--- src/rtl/inst_queue_decode.sv ---
// Instruction queue with pre-decode: a circular buffer of fetched {inst, pc}
// entries that presents up to ISSUE_W decoded instructions per cycle straight
// from the head of the queue. The second issue slot is gated by pairing rules:
// no privileged instruction in either slot, no two HI/LO-unit operations
// together, and nothing paired behind a reserved-instruction head.
module inst_queue_decode #(
  parameter int DEPTH   = 8,  // power of two, >= 4
  parameter int FETCH_W = 2,  // 1 or 2
  parameter int ISSUE_W = 2   // 1 or 2
) (
  input  logic                         clk,
  input  logic                         resetn,
  input  logic                         flush,
  input  logic                         in_valid,
  output logic                         in_ready,
  input  logic [1:0]                   in_cnt,
  input  logic [32*FETCH_W-1:0]        in_inst,
  input  logic [31:0]                  in_pc,
  output logic [ISSUE_W-1:0]           out_valid,
  output logic [32*ISSUE_W-1:0]        out_inst,
  output logic [32*ISSUE_W-1:0]        out_pc,
  output logic [3*ISSUE_W-1:0]         out_class,
  output logic [ISSUE_W-1:0]           out_ri,
  input  logic [1:0]                   issue_cnt,
  output logic [$clog2(DEPTH+1)-1:0]   count
);

  localparam int PTR_W = $clog2(DEPTH);
  localparam int CNT_W = $clog2(DEPTH + 1);

  typedef enum logic [2:0] {
    CLS_ALU    = 3'd0,
    CLS_BRANCH = 3'd1,
    CLS_LOAD   = 3'd2,
    CLS_STORE  = 3'd3,
    CLS_HILO   = 3'd4,
    CLS_PRIV   = 3'd5
  } inst_class_e;

  typedef struct packed {
    logic [31:0] inst;
    logic [31:0] pc;
  } entry_t;

  entry_t               r_mem [DEPTH];
  logic [PTR_W-1:0]     r_rd_ptr;
  logic [PTR_W-1:0]     r_wr_ptr;
  logic [CNT_W-1:0]     r_count;

  logic                 w_push;
  logic [CNT_W-1:0]     w_push_n;
  logic [CNT_W-1:0]     w_pop_n;

  entry_t               w_slot       [ISSUE_W];
  inst_class_e          w_slot_class [ISSUE_W];
  logic [ISSUE_W-1:0]   w_slot_ri;
  logic [ISSUE_W-1:0]   w_valid;

  // MIPS-I class decode from opcode / funct / rs fields.
  function automatic inst_class_e decode_class(input logic [31:0] inst);
    logic [5:0] opcode;
    logic [5:0] funct;
    logic [4:0] rs;
    opcode       = inst[31:26];
    funct        = inst[5:0];
    rs           = inst[25:21];
    decode_class = CLS_ALU;
    case (opcode)
      6'h00: begin
        case (funct)
          6'h08, 6'h09:                      decode_class = CLS_BRANCH; // JR, JALR
          6'h10, 6'h11, 6'h12, 6'h13,
          6'h18, 6'h19, 6'h1A, 6'h1B:        decode_class = CLS_HILO;
          6'h0C, 6'h0D:                      decode_class = CLS_PRIV;   // SYSCALL, BREAK
          default:                           decode_class = CLS_ALU;
        endcase
      end
      6'h01, 6'h02, 6'h03, 6'h04,
      6'h05, 6'h06, 6'h07:                   decode_class = CLS_BRANCH;
      6'h20, 6'h21, 6'h23, 6'h24, 6'h25:     decode_class = CLS_LOAD;
      6'h28, 6'h29, 6'h2B:                   decode_class = CLS_STORE;
      6'h10: begin
        // COP0: MFC0 (rs=0), MTC0 (rs=4), ERET (CO=1, funct=0x18)
        if (rs == 5'h00 || rs == 5'h04 || (rs == 5'h10 && funct == 6'h18))
          decode_class = CLS_PRIV;
      end
      default:                               decode_class = CLS_ALU;
    endcase
  endfunction

  // REGIMM with an rt other than BLTZ/BGEZ/BLTZAL/BGEZAL is reserved.
  function automatic logic decode_ri(input logic [31:0] inst);
    logic [4:0] rt;
    rt        = inst[20:16];
    decode_ri = (inst[31:26] == 6'h01) &&
                !(rt == 5'h00 || rt == 5'h01 || rt == 5'h10 || rt == 5'h11);
  endfunction

  // Space check uses registered occupancy only, so it never waits on issue.
  assign in_ready = (CNT_W'(DEPTH) - r_count) >= CNT_W'(FETCH_W);
  assign w_push   = in_valid & in_ready & ~flush;
  assign w_push_n = w_push ? CNT_W'(in_cnt) : '0;
  assign w_pop_n  = CNT_W'(issue_cnt);
  assign count    = r_count;

  // Pointer and occupancy state; flush overrides any push/pop in the same cycle.
  // NOTE: sequential state uses non-blocking (<=) so every register samples pre-edge values.
  always_ff @(posedge clk or negedge resetn) begin
    if (!resetn) begin
      r_rd_ptr <= '0;
      r_wr_ptr <= '0;
      r_count  <= '0;
    end else if (flush) begin
      r_rd_ptr <= '0;
      r_wr_ptr <= '0;
      r_count  <= '0;
    end else begin
      r_wr_ptr <= r_wr_ptr + PTR_W'(w_push_n);
      r_rd_ptr <= r_rd_ptr + PTR_W'(issue_cnt);
      r_count  <= r_count + w_push_n - w_pop_n;
    end
  end

  // Queue storage: write the valid prefix of the fetch group at wr_ptr.
  // NOTE: storage has no reset; occupancy alone decides which entries are meaningful.
  always_ff @(posedge clk) begin
    if (w_push) begin
      for (int i = 0; i < FETCH_W; i++) begin
        if (2'(i) < in_cnt) begin
          r_mem[r_wr_ptr + PTR_W'(i)] <= '{inst: in_inst[32*i +: 32],
                                          pc:   in_pc + 32'(4 * i)};
        end
      end
    end
  end

  // Read the head entries and decode them.
  always_comb begin
    for (int k = 0; k < ISSUE_W; k++) begin
      w_slot[k]       = r_mem[r_rd_ptr + PTR_W'(k)];
      w_slot_class[k] = decode_class(w_slot[k].inst);
      w_slot_ri[k]    = decode_ri(w_slot[k].inst);
    end
  end

  assign w_valid[0] = (r_count != '0);

  generate
    if (ISSUE_W == 2) begin : g_pair
      // Second slot issues only when the pair is free of structural conflicts.
      assign w_valid[1] = (r_count >= CNT_W'(2)) &&
                          (w_slot_class[0] != CLS_PRIV) &&
                          (w_slot_class[1] != CLS_PRIV) &&
                          !((w_slot_class[0] == CLS_HILO) && (w_slot_class[1] == CLS_HILO)) &&
                          !w_slot_ri[0];
    end
  endgenerate

  // Drive outputs; inactive slots are forced to zero.
  // NOTE: every always_comb output gets a default first so no latch is inferred.
  always_comb begin
    out_valid = w_valid;
    out_inst  = '0;
    out_pc    = '0;
    out_class = '0;
    out_ri    = '0;
    for (int k = 0; k < ISSUE_W; k++) begin
      if (w_valid[k]) begin
        out_inst[32*k +: 32] = w_slot[k].inst;
        out_pc[32*k +: 32]   = w_slot[k].pc;
        out_class[3*k +: 3]  = w_slot_class[k];
        out_ri[k]            = w_slot_ri[k];
      end
    end
  end

endmodule
--- config.mk ---
export PLATFORM = sky130hd
export DESIGN_NAME = inst_queue_decode
export DESIGN_NICKNAME = d
export VERILOG_FILES = /design/src/rtl/inst_queue_decode.sv
export SDC_FILE = /design/constraint.sdc
export NUM_CORES = 1
export LEC_CHECK = 0
export CORE_UTILIZATION = 58
export DETAILED_ROUTE_END_ITERATION = 6
export DONT_BUFFER_PORTS = 1
export PLACE_DENSITY_LB_ADDON = 0.25
export SYNTH_ARGS = -nofsm -noshare
export SYNTH_HDL_FRONTEND = slang
export SYNTH_SLANG_ARGS = --single-unit
--- constraint.sdc ---
create_clock -name clk -period 6.5 [get_ports clk]
set_input_delay 1.3 -clock clk [delete_from_list [all_inputs] [get_ports clk]]
set_output_delay 1.3 -clock clk [all_outputs]
set_load 0.1 [all_outputs]
==> flow_summary.toml <==
[timing]
worst_slew_pin_slew_ns = 1.19
holdWs_ns = 0.355
setup_tns_ns = 0
rsz0062_at_grt = "no"
finalHoldViolations = 0
fin_crit_sh = 0.974
max_freq_mhz = 158
finalSetupViolations = 0
fin_skew_ns = 0.0241
slew_headroom = 0.204
drv_slew = 0
fin_crit_ns = 6.33

[worst_setup_path]
slowest_delay_ns = 0.79
cp_top_family = "buffers and inverters"
cp_data_required_time_ns = 5.20
crit_path_start = "r_rd_ptr[0]"
critPathMostFrequentCell = "nand2_1"
worst-r2r-cell-count = 11
rr_endpoint = "r_mem[7][15]"
reg2reg_from = "count[1]"
critical_path_depth = 12
crit_end = "out_pc[45]"
arrival_ns = 5.03
ff2ff_setup_slack_ns = 1.31
crit_fanout = 69
cpMaxStageDelayCell = "dfrtp_4"
endpoint_kind = "primary output"
crit_path_start_kind = "register"
cp_num_buf_inv = 3
crit_chain = "ha_4, xor2_4, buf_4, mux4_2, mux2i_1, nand2_1, nor2_1, nand2_1, a32oi_4, buf_12, nor3_2, buf_16"
path_class = "register to primary output"

[global_routing]
antenna_found_initial = 1
grt_pass1_wl_um = 151000
track_usage = 0.361
overflow = 0
grt_max_degree = 146
grt_pass1_vias = 24291

[final_layout]
drive_gt1_frac = 0.222
layout.cells.non_filler = 3624
finalNetCount = 2953
multiInputGateArea_um2 = 16200
area_growth_pct = 14.9
fillers = 3806
final_cell_area_um2 = 37200
register_area_um2 = 15600
diodes = 0

[yosys]
synth_cell_types = 63
yosysTopAreaCell = "edfxtp_1"
syn_inst = 2924
synth_edf_count = 512
synth-seq-cells = 522
yosysMostFrequentCell = "nand2_1"
syn-cell-area_um2 = 32400
syn_avg_cell_area_um2 = 11.1
seq_area_frac_synth = 0.482
synth.net_count = 3045
synthFlopType = "edfxtp_1"
ys_async_sr_fraction = 0.0192
synth_commonest_cells = "nand2_1, edfxtp_1, nor2_1, mux4_2, xor2_1"
synth_top_area_frac = 0.474
ys_warn_count = 0
synth.area.top_cells = "edfxtp_1, mux4_2, nand2_1"

[power]
power.total_mw = 15.3
power.internal_mw = 8.24
p_sw_frac = 0.462
ir_worst_vdd_mv = 0.454
seq_power_share = 0.265
p_sw_mw = 7.08
p_clk_frac = 0.217
combPwrFrac = 0.517
powerDensity_nw_per_um2 = 411
power_leakage_nw = 13.5

[placed_design]
dp_hpwl_um = 59900
dpl.cell_count = 3520
place_area_um2 = 35300
routabilityCongestion = 0.935
io_buffers = 0

[floorplan]
die_area_um2 = 56800
die_h_um = 238
fp.dieW_um = 238
initial_core_util = 0.587
core_um2 = 55200
row_count = 86
io_pins = 247

[clock_tree]
cts_max_level = 2
clk_pin_slew_ns = 0.07
clk_latency_ns = 0.63
cts_buffers = 56
tritoncts = "done"
cts.path.max_buffers = 3
clock_sinks = 522
root_buffer = "clkbuf_16"
cts_hold_buf = 0

[routing]
routed_wl_um = 102000
ant_nets = 0
vias_per_cell = 6.69
wl_per_cell_um = 28.3
dr.pass1.iters = 6
drt_iter0_markers = 3191
drc_errors = 0
vias = 24231

[job]
cap_violations = 0

[worst_hold_path]
min-delay-path-class = "input pin to asynchronous set/reset pin"

[run_status]
status = "finished, final reports clean"
==> cell type report <==
| class | count | share of cell area |
|---|---|---|
| flip-flops and latches | 522 | 0.420 |
| inverters | 20 | 0.00202 |
| multi-input cells | 2100 | 0.435 |
| clock inverters | 36 | 0.0108 |
| well taps | 748 | 0.0251 |
| clock buffers | 66 | 0.0398 |
| repair buffers | 132 | 0.0674 |
==> cells in the final DEF, fill, tap and decap left out, types with 12 or more instances in the layout <==
cell type	n
nand2_1	884
edfxtp_1	512
mux4_2	237
nor2_1	221
xor2_1	187
mux2i_1	146
clkbuf_16	90
nor2_2	62
nor3_2	61
buf_4	45
xnor2_1	44
buf_16	36
nand3_1	27
nor3_1	21
buf_12	19
inv_1	18
nand4_1	16
nor3b_1	15
nor2b_1	12
ha_1	12
==> how the worst min path moves through the flow <==
stage                  end
2_1_floorplan  r_wr_ptr[0]
3_3_place_gp   r_wr_ptr[1]
3_5_place_dp   r_wr_ptr[1]
4_1_cts           count[1]
5_1_grt           count[1]
6_report          count[1]
==> power groups by stage <==
stage | logic, mW | clock network (mW) | registers (mW)
after floorplan | 5.50 | 0 | 4.09
after global placement | 7.81 | 0 | 4.12
after detailed placement | 7.88 | 0 | 4.13
after CTS | 7.90 | 3.33 | 4.06
after global routing | 8.13 | 3.45 | 4.08
final | 7.92 | 3.33 | 4.07
==> metal layers <==
metal,track usage,share of wire,up-vias
li1,-,-,10125
met1,0.453,0.35,11976
met2,0.586,0.48,1771
met3,0.0724,0.12,359
met4,0.207,0.055,0
met5,0,0,-
==> what timing repair did <==
action,CTS,global route
endpoints found under the setup margin,21,17
setup buffers,1,1
pin swaps,1,1
gates resized for setup,0,0
hold endpoints to repair,0,0
==> registers in the layout (all words and copies together) (netlist names) <==
register / cells
r_rd_ptr: 3
r_wr_ptr: 3
r_mem: 512
count: 4
==> kinds of logic (layout without fill, tap and decap cells) <==
logic type	Yosys count	in the layout	share of synthesized area
XOR/XNOR	233	233	0.0632
buffers and inverters	302	254	0.0430
multiplexers	393	393	0.213
flip-flops	522	522	0.482
adder cells (fa/ha/maj)	17	17	0.00749
AND/OR/NAND/NOR	1388	1388	0.177
AO/OA/AOI/OAI	69	69	0.0142
==> stage by stage <==
stage / worst slack [ns] / util
floorplan: -0.978 / -
global placement: 0.685 / 0.640
detailed placement: 0.635 / 0.640
CTS: 0.148 / 0.674
global route: 0.0453 / 0.675
finish: 0.168 / 0.675
Power figures use the tool's default switching activity.
